[src/rtl/io_scan_pkg.sv]
// Shared types, defaults and sizing helpers for the IO scan controller.
// Latency: none (declarations only).
// Backpressure: not applicable.
package io_scan_pkg;

  // Default pad counts
  localparam int IO_SCAN_N_IN  = 14;
  localparam int IO_SCAN_N_OUT = 7;

  // FSM state encoding (binary)
  typedef logic [1:0] scan_state_t;
  localparam scan_state_t ST_IDLE    = 2'd0;
  localparam scan_state_t ST_CAPTURE = 2'd1;
  localparam scan_state_t ST_SHIFT   = 2'd2;
  localparam scan_state_t ST_UPDATE  = 2'd3;

  // Shift length: long enough to drain every input pad and fill every output pad
  function automatic int scan_len(input int n_in, input int n_out);
    return (n_in > n_out) ? n_in : n_out;
  endfunction

  // Bit-counter width able to hold 0..l
  function automatic int cnt_width(input int l);
    return $clog2(l + 1);
  endfunction

endpackage

[src/rtl/io_scan_sync.sv]
// Two-flop synchronizer for the raw input-pad bus (used when IO_SCAN_SYNC_EN is defined).
// Latency: 2 cycles from d_i to q_o.
// Backpressure: none; samples every cycle.
module io_scan_sync #(
  parameter int W = 14
) (
  input  logic         clk,
  input  logic         rst_n,
  input  logic [W-1:0] d_i,
  output logic [W-1:0] q_o
);

  logic [W-1:0] meta_q;
  logic [W-1:0] sync_q;

  // Two-stage resync, both stages cleared on reset
  always_ff @(posedge clk or negedge rst_n) begin
    if (!rst_n) begin
      meta_q <= '0;
      sync_q <= '0;
    end else begin
      meta_q <= d_i;
      sync_q <= meta_q;
    end
  end

  assign q_o = sync_q;

endmodule

[src/rtl/io_scan_ctrl.sv]
// IO scan controller: captures input pads, shifts them out serially while shifting output-pad data in, then updates pad_out.
// Latency: start to done = L+2 cycles with scan_en high (CAPTURE 1, SHIFT L, UPDATE 1); optional IO_SCAN_SYNC_EN adds 2 cycles on pad_in only.
// Backpressure: scan_en low stalls SHIFT with all state held; start while busy is dropped, not queued.
module io_scan_ctrl
  import io_scan_pkg::*;
#(
  parameter int N_IN  = IO_SCAN_N_IN,
  parameter int N_OUT = IO_SCAN_N_OUT
) (
  input  logic             clk,
  input  logic             rst_n,
  input  logic             start,
  input  logic             scan_en,
  input  logic             scan_in,
  input  logic [N_IN-1:0]  pad_in,
  output logic             scan_out,
  output logic [N_OUT-1:0] pad_out,
  output logic             busy,
  output logic             done
);

  localparam int L  = scan_len(N_IN, N_OUT);
  localparam int CW = cnt_width(L);
  localparam logic [CW-1:0] CNT_LAST = CW'(L - 1);

  scan_state_t      state_q, state_d;
  logic [CW-1:0]    cnt_q, cnt_d;
  logic [N_IN-1:0]  in_sr_q, in_sr_d;
  logic [N_OUT-1:0] out_sr_q, out_sr_d;
  logic [N_OUT-1:0] pad_out_q, pad_out_d;
  logic [N_IN-1:0]  pad_cap;

`ifdef IO_SCAN_SYNC_EN
  io_scan_sync #(
    .W (N_IN)
  ) u_sync (
    .clk   (clk),
    .rst_n (rst_n),
    .d_i   (pad_in),
    .q_o   (pad_cap)
  );
`else
  assign pad_cap = pad_in;
`endif

  // Next-state and datapath: capture, shift (gated by scan_en), update
  always_comb begin
    state_d   = state_q;
    cnt_d     = cnt_q;
    in_sr_d   = in_sr_q;
    out_sr_d  = out_sr_q;
    pad_out_d = pad_out_q;
    case (state_q)
      ST_IDLE: begin
        if (start) state_d = ST_CAPTURE;
      end
      ST_CAPTURE: begin
        in_sr_d = pad_cap;
        cnt_d   = '0;
        state_d = ST_SHIFT;
      end
      ST_SHIFT: begin
        if (scan_en) begin
          in_sr_d             = in_sr_q >> 1;
          out_sr_d            = out_sr_q >> 1;
          out_sr_d[N_OUT-1]   = scan_in;
          cnt_d               = cnt_q + CW'(1);
          if (cnt_q == CNT_LAST) state_d = ST_UPDATE;
        end
      end
      ST_UPDATE: begin
        pad_out_d = out_sr_q;
        state_d   = ST_IDLE;
      end
      default: state_d = ST_IDLE;
    endcase
  end

  // State registers; reset aborts any transaction and clears pad_out
  always_ff @(posedge clk or negedge rst_n) begin
    if (!rst_n) begin
      state_q   <= ST_IDLE;
      cnt_q     <= '0;
      in_sr_q   <= '0;
      out_sr_q  <= '0;
      pad_out_q <= '0;
    end else begin
      state_q   <= state_d;
      cnt_q     <= cnt_d;
      in_sr_q   <= in_sr_d;
      out_sr_q  <= out_sr_d;
      pad_out_q <= pad_out_d;
    end
  end

  // scan_out shows the low shift bit only while shifting; it holds naturally during a stall
  assign scan_out = (state_q == ST_SHIFT) & in_sr_q[0];
  assign busy     = (state_q != ST_IDLE);
  assign done     = (state_q == ST_UPDATE);
  assign pad_out  = pad_out_q;

endmodule
[config.mk]
export PLATFORM = sky130hd
export DESIGN_NAME = io_scan_ctrl
export DESIGN_NICKNAME = d
export VERILOG_FILES = /design/src/rtl/io_scan_pkg.sv /design/src/rtl/io_scan_sync.sv /design/src/rtl/io_scan_ctrl.sv
export SDC_FILE = /design/constraint.sdc
export NUM_CORES = 1
export LEC_CHECK = 0
export CELL_PAD_IN_SITES_DETAIL_PLACEMENT = 2
export CELL_PAD_IN_SITES_GLOBAL_PLACEMENT = 2
export CORE_MARGIN = 2
export CORE_UTILIZATION = 36
export DETAILED_ROUTE_END_ITERATION = 16
export PLACE_DENSITY = 0.92
export SYNTH_ARGS = -nofsm -noshare
export SYNTH_HDL_FRONTEND = slang
export SYNTH_HIERARCHICAL = 1
export SYNTH_SLANG_ARGS = --single-unit
[constraint.sdc]
create_clock -name clk -period 3.24 [get_ports clk]
set_input_delay 0.648 -clock clk [delete_from_list [all_inputs] [get_ports clk]]
set_output_delay 0.648 -clock clk [all_outputs]
set_load 0.02 [all_outputs]
==> flow_metrics.tcl, run 1 <==
set metrics [dict create \
    row_count 24 \
    setup_tns_ns 0 \
    die_w_um 70.4 \
    post_cts_buffers 0 \
    grt_max_degree 35 \
    grt-ovfl-total 0 \
    postCtsHoldBufs 0 \
    synth-seq-cells 34 \
    endpoint_kind "primary output" \
    io_buffers 28 \
    critical_path.top_delay_family "buffers and inverters" \
    maxSlewHeadroom_pct 59.2 \
    cp_slowest_stage_delay_ns 0.60 \
    die_h_um 70.4 \
    post_dp_cell_area_um2 1920 \
    dr.pass1.iters 4 \
    crit_required_ns 2.59 \
    syn-num-nets 160 \
    syn_avg_cell_area_um2 11.9 \
    clockBufferDepth 2 \
    hold_violations 0 \
    drive_gt1_share_pct 16.4 \
    hold_depth 2 \
    start_util_pct 37.0 \
    wirelength_um 3430 \
    worstSetupStartpointType "flip-flop" \
    ant_nets 0 \
    async_flop_share_pct 100 \
    numCtsBuffers 5 \
    diodes 0 \
    synth_warnings 6 \
    clk_pin_slew_worst_paths_ns 0.08 \
    n_fill_cell 434 \
    syn_area_um2 1590 \
    worst_slew_pin_slew_ns 0.600 \
    p_per_area_nw_per_um2 980 \
    regToRegEndpoint "in_sr_q[7]" \
    synth_area_leaders "dfrtp_1, mux2_2, mux2i_1" \
    final_nets 191 \
    crit_arrival_ns 1.82 \
    design.core.area_um2 4290 \
    grt_pass1_vias 1233 \
    maxSlewViolCount 0 \
    cts_tree "yes" \
    setup_viol 0 \
    fin_hold_ws_ns 0.490 \
    status "finished clean" \
    whs_endpoint "in_sr_q[5]" \
    ios 29 \
    seq_area_frac_synth_pct 53.5 \
    grt_first_pass_wirelength_um 6080 \
    grt_use_total_pct 15.7 \
    antenna_found_initial 0 \
    path_class "reg2out" \
    htree_num_levels 2 \
    synthFlopType "dfrtp_1" \
    power_leakage_nw 0.904 \
    route.detailed.drc 0 \
    hpwl_um 2530 \
    via_count 1076 \
    cts_root_buf "clkbuf_8" \
    fin_area_um2 2010 \
    place_inst 209 \
    place.gp.congestion 0.696 \
    slowest_stage "clkdlybuf4s50_1" \
    cts.sinks 34 \
    area_delta_synth_final_pct 26.6 \
    r2r_slack_ns 1.28 \
    clk_latency_ns 0.29 \
    rsz0062_at_grt "no" \
    timing.rr.start "state_q[0]" \
    yosysTopAreaCell "dfrtp_1" \
    hp-start "in_sr_q[5]" \
    via_per_inst 4.96 \
    drt_iter0_drc 46 \
    ys_types 26 \
    cap_violations 0 \
    power_mw 1.97 \
    dieArea_um2 4960 \
    skew_ns 0.0109 \
    min_path_type "reg2reg" \
    layout_min_cycle_time_ns 2.47 \
    cp.buffers_inverters 2 \
    stdcell_count 217 \
    synth_edf_count 0 \
    critPathMaxFanout 5 \
    ir_drop_uv 397 \
    ff2ff_path_depth 5 \
    wl_per_cell_um 15.8 \
    clock.fmax_ghz 0.406 \
    syn_inst 133 \
    worstPathCellList "inv_1, ha_1, and2_1, clkdlybuf4s50_1" \
    synth_top_area_share_pct 53.5 \
    cts.repair.resized 0 \
    min_period_over_period_pct 76.1 \
]
final cells by class:
type / count / area (µm²) / area share, %
clock buffer: 5 / 68.8 / 3.42
sequential: 34 / 851 / 42.3
inverter: 7 / 26.3 / 1.31
timing repair buffer: 31 / 303 / 15.0
multi-input combinational: 85 / 677 / 33.6
clock inverter: 3 / 21.3 / 1.06
tap: 52 / 65.1 / 3.23
cells by family (layout without fill, tap and decap cells):
| kind of cell | Yosys count | after routing | share of synthesized area [%] |
|---|---|---|---|
| simple gates | 24 | 24 | 6.69 |
| compound gates | 19 | 19 | 7.01 |
| xor+xnor | 3 | 3 | 1.65 |
| fa+ha+maj | 8 | 8 | 6.30 |
| flops | 34 | 34 | 53.5 |
| mux | 31 | 31 | 20.9 |
| buf+inv | 14 | 46 | 3.86 |
synthesized netlist by cell type (2+ instances only):
cell type and instances:
buf_2 4, dfrtp_1 34, o21ai_0 14, nand2_1 17, xnor2_1 2, ha_1 8
a21o_1 2, inv_1 6, mux2_2 14, mux2i_1 15, nor3b_1 2
worst register-to-register path: cells and delay by family, from the launching register on:
kind	cells	cell delay (ns)
AO/OA/AOI/OAI	1	0.12
adder cells (fa/ha/maj)	1	0.27
buffers and inverters	2	0.45
flip-flops	1	0.41
multiplexers	1	0.58
sequential cells by signal, indices dropped and copies added (netlist names):
name / count
cnt_q: 4
in_sr_q: 14
out_sr_q: 7
pad_out: 7
state_q: 2
cell usage in the layout, fill, tap and decap left out, types with 3 or more instances in the layout:
| cell type | instances |
|---|---|
| dfrtp_1 | 34 |
| clkdlybuf4s50_1 | 28 |
| nand2_1 | 17 |
| mux2i_1 | 15 |
| mux2_2 | 14 |
| o21ai_0 | 14 |
| ha_1 | 8 |
| inv_1 | 6 |
| clkbuf_8 | 5 |
| buf_4 | 3 |
power breakdown:
group / switching [mW] / internal [mW] / leakage, nW
clock network: 0.165 / 0.151 / 0.0441
logic: 0.450 / 0.442 / 0.441
registers: 0.133 / 0.631 / 0.418
routing by layer:
metal | up-vias | track usage (%) | part of all wire (%)
li1 | 512 | - | -
met1 | 542 | 18.8 | 43
met2 | 22 | 27.0 | 53
met3 | 0 | 5.63 | 4.2
met4 | 0 | 3.21 | 0
met5 | - | 0 | 0
how the worst max path moves through the flow:
stage                 endpoint  slack (ns)       start  cells after the start
floorplan           state_q[1]        1.53     scan_en                      4
global placement    state_q[1]        0.95     scan_en                      4
detailed placement  state_q[1]        0.87     scan_en                      4
CTS                   scan_out        0.75  state_q[0]                      4
global route              done        0.68  state_q[1]                      2
finish                scan_out        0.77  state_q[0]                      4
metrics by stage:
stage	utilization [%]	setup WS (ns)
2_1_floorplan	-	1.53
3_3_place_gp	44.8	0.955
3_5_place_dp	44.8	0.872
4_1_cts	46.9	0.755
5_1_grt	46.9	0.677
6_report	46.9	0.775
No activity file was read; power rests on OpenSTA's default activity.
==> run 2: changes to the inputs <==
--- a/config.mk
+++ b/config.mk
@@ -8,9 +8,9 @@
 export CELL_PAD_IN_SITES_DETAIL_PLACEMENT = 2
 export CELL_PAD_IN_SITES_GLOBAL_PLACEMENT = 2
 export CORE_MARGIN = 2
-export CORE_UTILIZATION = 36
+export CORE_UTILIZATION = 34
 export DETAILED_ROUTE_END_ITERATION = 16
-export PLACE_DENSITY = 0.92
+export PLACE_DENSITY = 0.88
 export SYNTH_ARGS = -nofsm -noshare
 export SYNTH_HDL_FRONTEND = slang
 export SYNTH_HIERARCHICAL = 1
==> constraint.sdc (replaced) <==
create_clock -name clk -period 2.5 [get_ports clk]
set_input_delay 0.5 -clock clk [delete_from_list [all_inputs] [get_ports clk]]
set_output_delay 0.5 -clock clk [all_outputs]
set_load 0.02 [all_outputs]
==> run 2 against run 1 <==
Critical path depth shrank 2. Register-to-register slack lost 0.65 ns. Combinational power grew 33%. Final cell count grew 0.92%. Design area grew 3.4%. Clock power grew 98%. Die area grew 5.6%. Sequential cell count is the same. Critical endpoint is now done. Via count grew 3.1%. Clock skew shrank 0.0052 ns.
==> flow_metrics.tcl, run 2 (synthesis results as in run 1) <==
set metrics [dict create \
    status "finished clean" \
    dr.pass1.iters 4 \
    wl_met3_um 165 \
    critPathMaxFanout 8 \
    drt_iter0_drc 44 \
    worst_slew_pin_slew_ns 0.494 \
    row_count 24 \
    worstSetupStartpointType "flip-flop" \
    cap_violations 0 \
    critical_path.top_delay_family "buffers and inverters" \
    io_buffers 28 \
    start_util_pct 36.0 \
    seq_power_share_pct 35.4 \
    clockBufferDepth 2 \
    htree_num_levels 2 \
    clk_latency_ns 0.29 \
    timing.rr.start "state_q[0]" \
    crit_required_ns 2.00 \
    postCtsHoldBufs 0 \
    skew_ns 0.00562 \
    rsz0062_at_grt "no" \
    ir_drop_uv 628 \
    setup_viol 0 \
    maxSlewViolCount 0 \
    endpoint_kind "primary output" \
    startpoint "state_q[1]" \
    p_comb_share_pct 42.3 \
    cts_root_buf "clkbuf_8" \
    route.detailed.drc 0 \
    setup_tns_ns 0 \
    die_h_um 72.4 \
    cts.sinks 34 \
    layout_min_cycle_time_ns 2.32 \
    diodes 0 \
    dr.max_layer_used "met4" \
    hold_violations 0 \
    hp-start "in_sr_q[6]" \
    crit_arrival_ns 1.82 \
    min_path_type "reg2reg" \
    numCtsBuffers 5 \
    drive_gt1_share_pct 17.4 \
    clk_pin_slew_worst_paths_ns 0.07 \
    cp_slowest_stage_delay_ns 0.69 \
    switchingPower_mw 0.982 \
    cts.repair.resized 0 \
    hpwl_um 2610 \
    power_leakage_nw 0.941 \
    cp.buffers_inverters 1 \
    p_int_mw 1.83 \
    grt_pass1_vias 1303 \
    final_common_cell "dfrtp_1" \
    antenna_found_initial 0 \
    maxSlewHeadroom_pct 67.0 \
    grt-ovfl-total 0 \
    area_delta_synth_final_pct 30.9 \
    regMostFlops "in_sr_q" \
    layout_common_cells "dfrtp_1, clkdlybuf4s50_1, nand2_1, mux2i_1" \
    wirelength_um 3690 \
    m1WireLength_um 1480 \
    ant_nets 0 \
    clock.fmax_ghz 0.432 \
    die_w_um 72.4 \
    place_inst 211 \
    largest_register_ffs 14 \
    cts_tree "yes" \
    grt_max_degree 35 \
    min_period_over_period_pct 92.7 \
    grt_first_pass_wirelength_um 6480 \
    dieArea_um2 5240 \
    worstPathCellList "ha_1, clkdlybuf4s50_1" \
    post_cts_buffers 0 \
    grt_use_total_pct 16.5 \
    power_mw 2.81 \
    stdcell_count 219 \
    via_count 1109 \
    via_per_inst 5.06 \
    p_per_area_nw_per_um2 1350 \
    final_nets 193 \
    design.core.area_um2 4410 \
    place.gp.congestion 0.698 \
    slowest_stage "clkdlybuf4s50_1" \
    ios 29 \
    p_sw_share_pct 34.9 \
    routed-wl-met2_um 2000 \
    clkPwrFrac_pct 22.3 \
    path_class "reg2out" \
    wl_per_cell_um 16.8 \
    n_fill_cell 450 \
]
-- run 2: final timing paths --
kind / endpoint / slack, ns / cells after the start
min in group asynchronous: out_sr_q[6] / 0.63 / 2
hold / removal: in_sr_q[6] / 0.49 / 2
hold reg to reg: in_sr_q[6] / 0.49 / 2
max in group asynchronous: cnt_q[3] / 1.56 / 2
setup / recovery: done / 0.18 / 2
setup reg to reg: in_sr_q[5] / 0.63 / 6
-- run 2: routing by layer --
metal / global-route usage, % / vias up
met2: 29.3 / 24
met3: 5.42 / 5
met4: 5.03 / 0
li1: - / 516
met1: 18.9 / 564
met5: 0 / -
-- run 2: layout make-up --
| cell class | count | area (µm²) | share of cell area [%] |
|---|---|---|---|
| clock inverters | 2 | 60.1 | 2.89 |
| inverters | 7 | 26.3 | 1.26 |
| clock buffers | 6 | 82.6 | 3.97 |
| well taps | 52 | 65.1 | 3.13 |
| flip-flops and latches | 34 | 851 | 40.9 |
| repair buffers | 33 | 318 | 15.3 |
| multi-input cells | 85 | 677 | 32.6 |
-- run 2: power groups by stage --
| stage | logic, mW | clock network [mW] | registers (mW) |
|---|---|---|---|
| 5_1_grt | 1.34 | 0.674 | 1.04 |
| 3_5_place_dp | 1.20 | 0 | 1.01 |
| 2_1_floorplan | 0.741 | 0 | 1.02 |
| 3_3_place_gp | 1.12 | 0 | 0.973 |
| 4_1_cts | 1.22 | 0.646 | 1.00 |
| 6_report | 1.19 | 0.627 | 0.996 |
-- run 2: stage by stage --
step                hold WS (ns)  util, %  setup WS, ns  area, µm²
floorplan                  0.204        -         0.813       1590
global placement           0.462     43.9         0.533       1940
detailed placement         0.478     43.9         0.405       1940
CTS                        0.495     47.1         0.151       2080
global route               0.526     47.1        0.0717       2080
finish                     0.492     47.1         0.183       2080
-- run 2: worst register-to-register path, stage by stage, from the launching register on --
cell     delay (ns)
dfrtp_1        0.42
inv_1          0.17
ha_1           0.21
buf_4          0.33
mux2i_2        0.28
buf_4          0.22
o21ai_0        0.12
==> run 3: changes to the inputs <==
--- a/config.mk
+++ b/config.mk
@@ -5,10 +5,12 @@
 export SDC_FILE = /design/constraint.sdc
 export NUM_CORES = 1
 export LEC_CHECK = 0
+export CAP_MARGIN = 20
 export CELL_PAD_IN_SITES_DETAIL_PLACEMENT = 2
 export CELL_PAD_IN_SITES_GLOBAL_PLACEMENT = 2
 export CORE_MARGIN = 2
 export CORE_UTILIZATION = 34
+export CTS_CLUSTER_SIZE = 8
 export DETAILED_ROUTE_END_ITERATION = 16
 export PLACE_DENSITY = 0.88
 export SYNTH_ARGS = -nofsm -noshare
==> results of run 3 <==
Same layout as run 2: the final DEF is identical, and so are final timing and power.
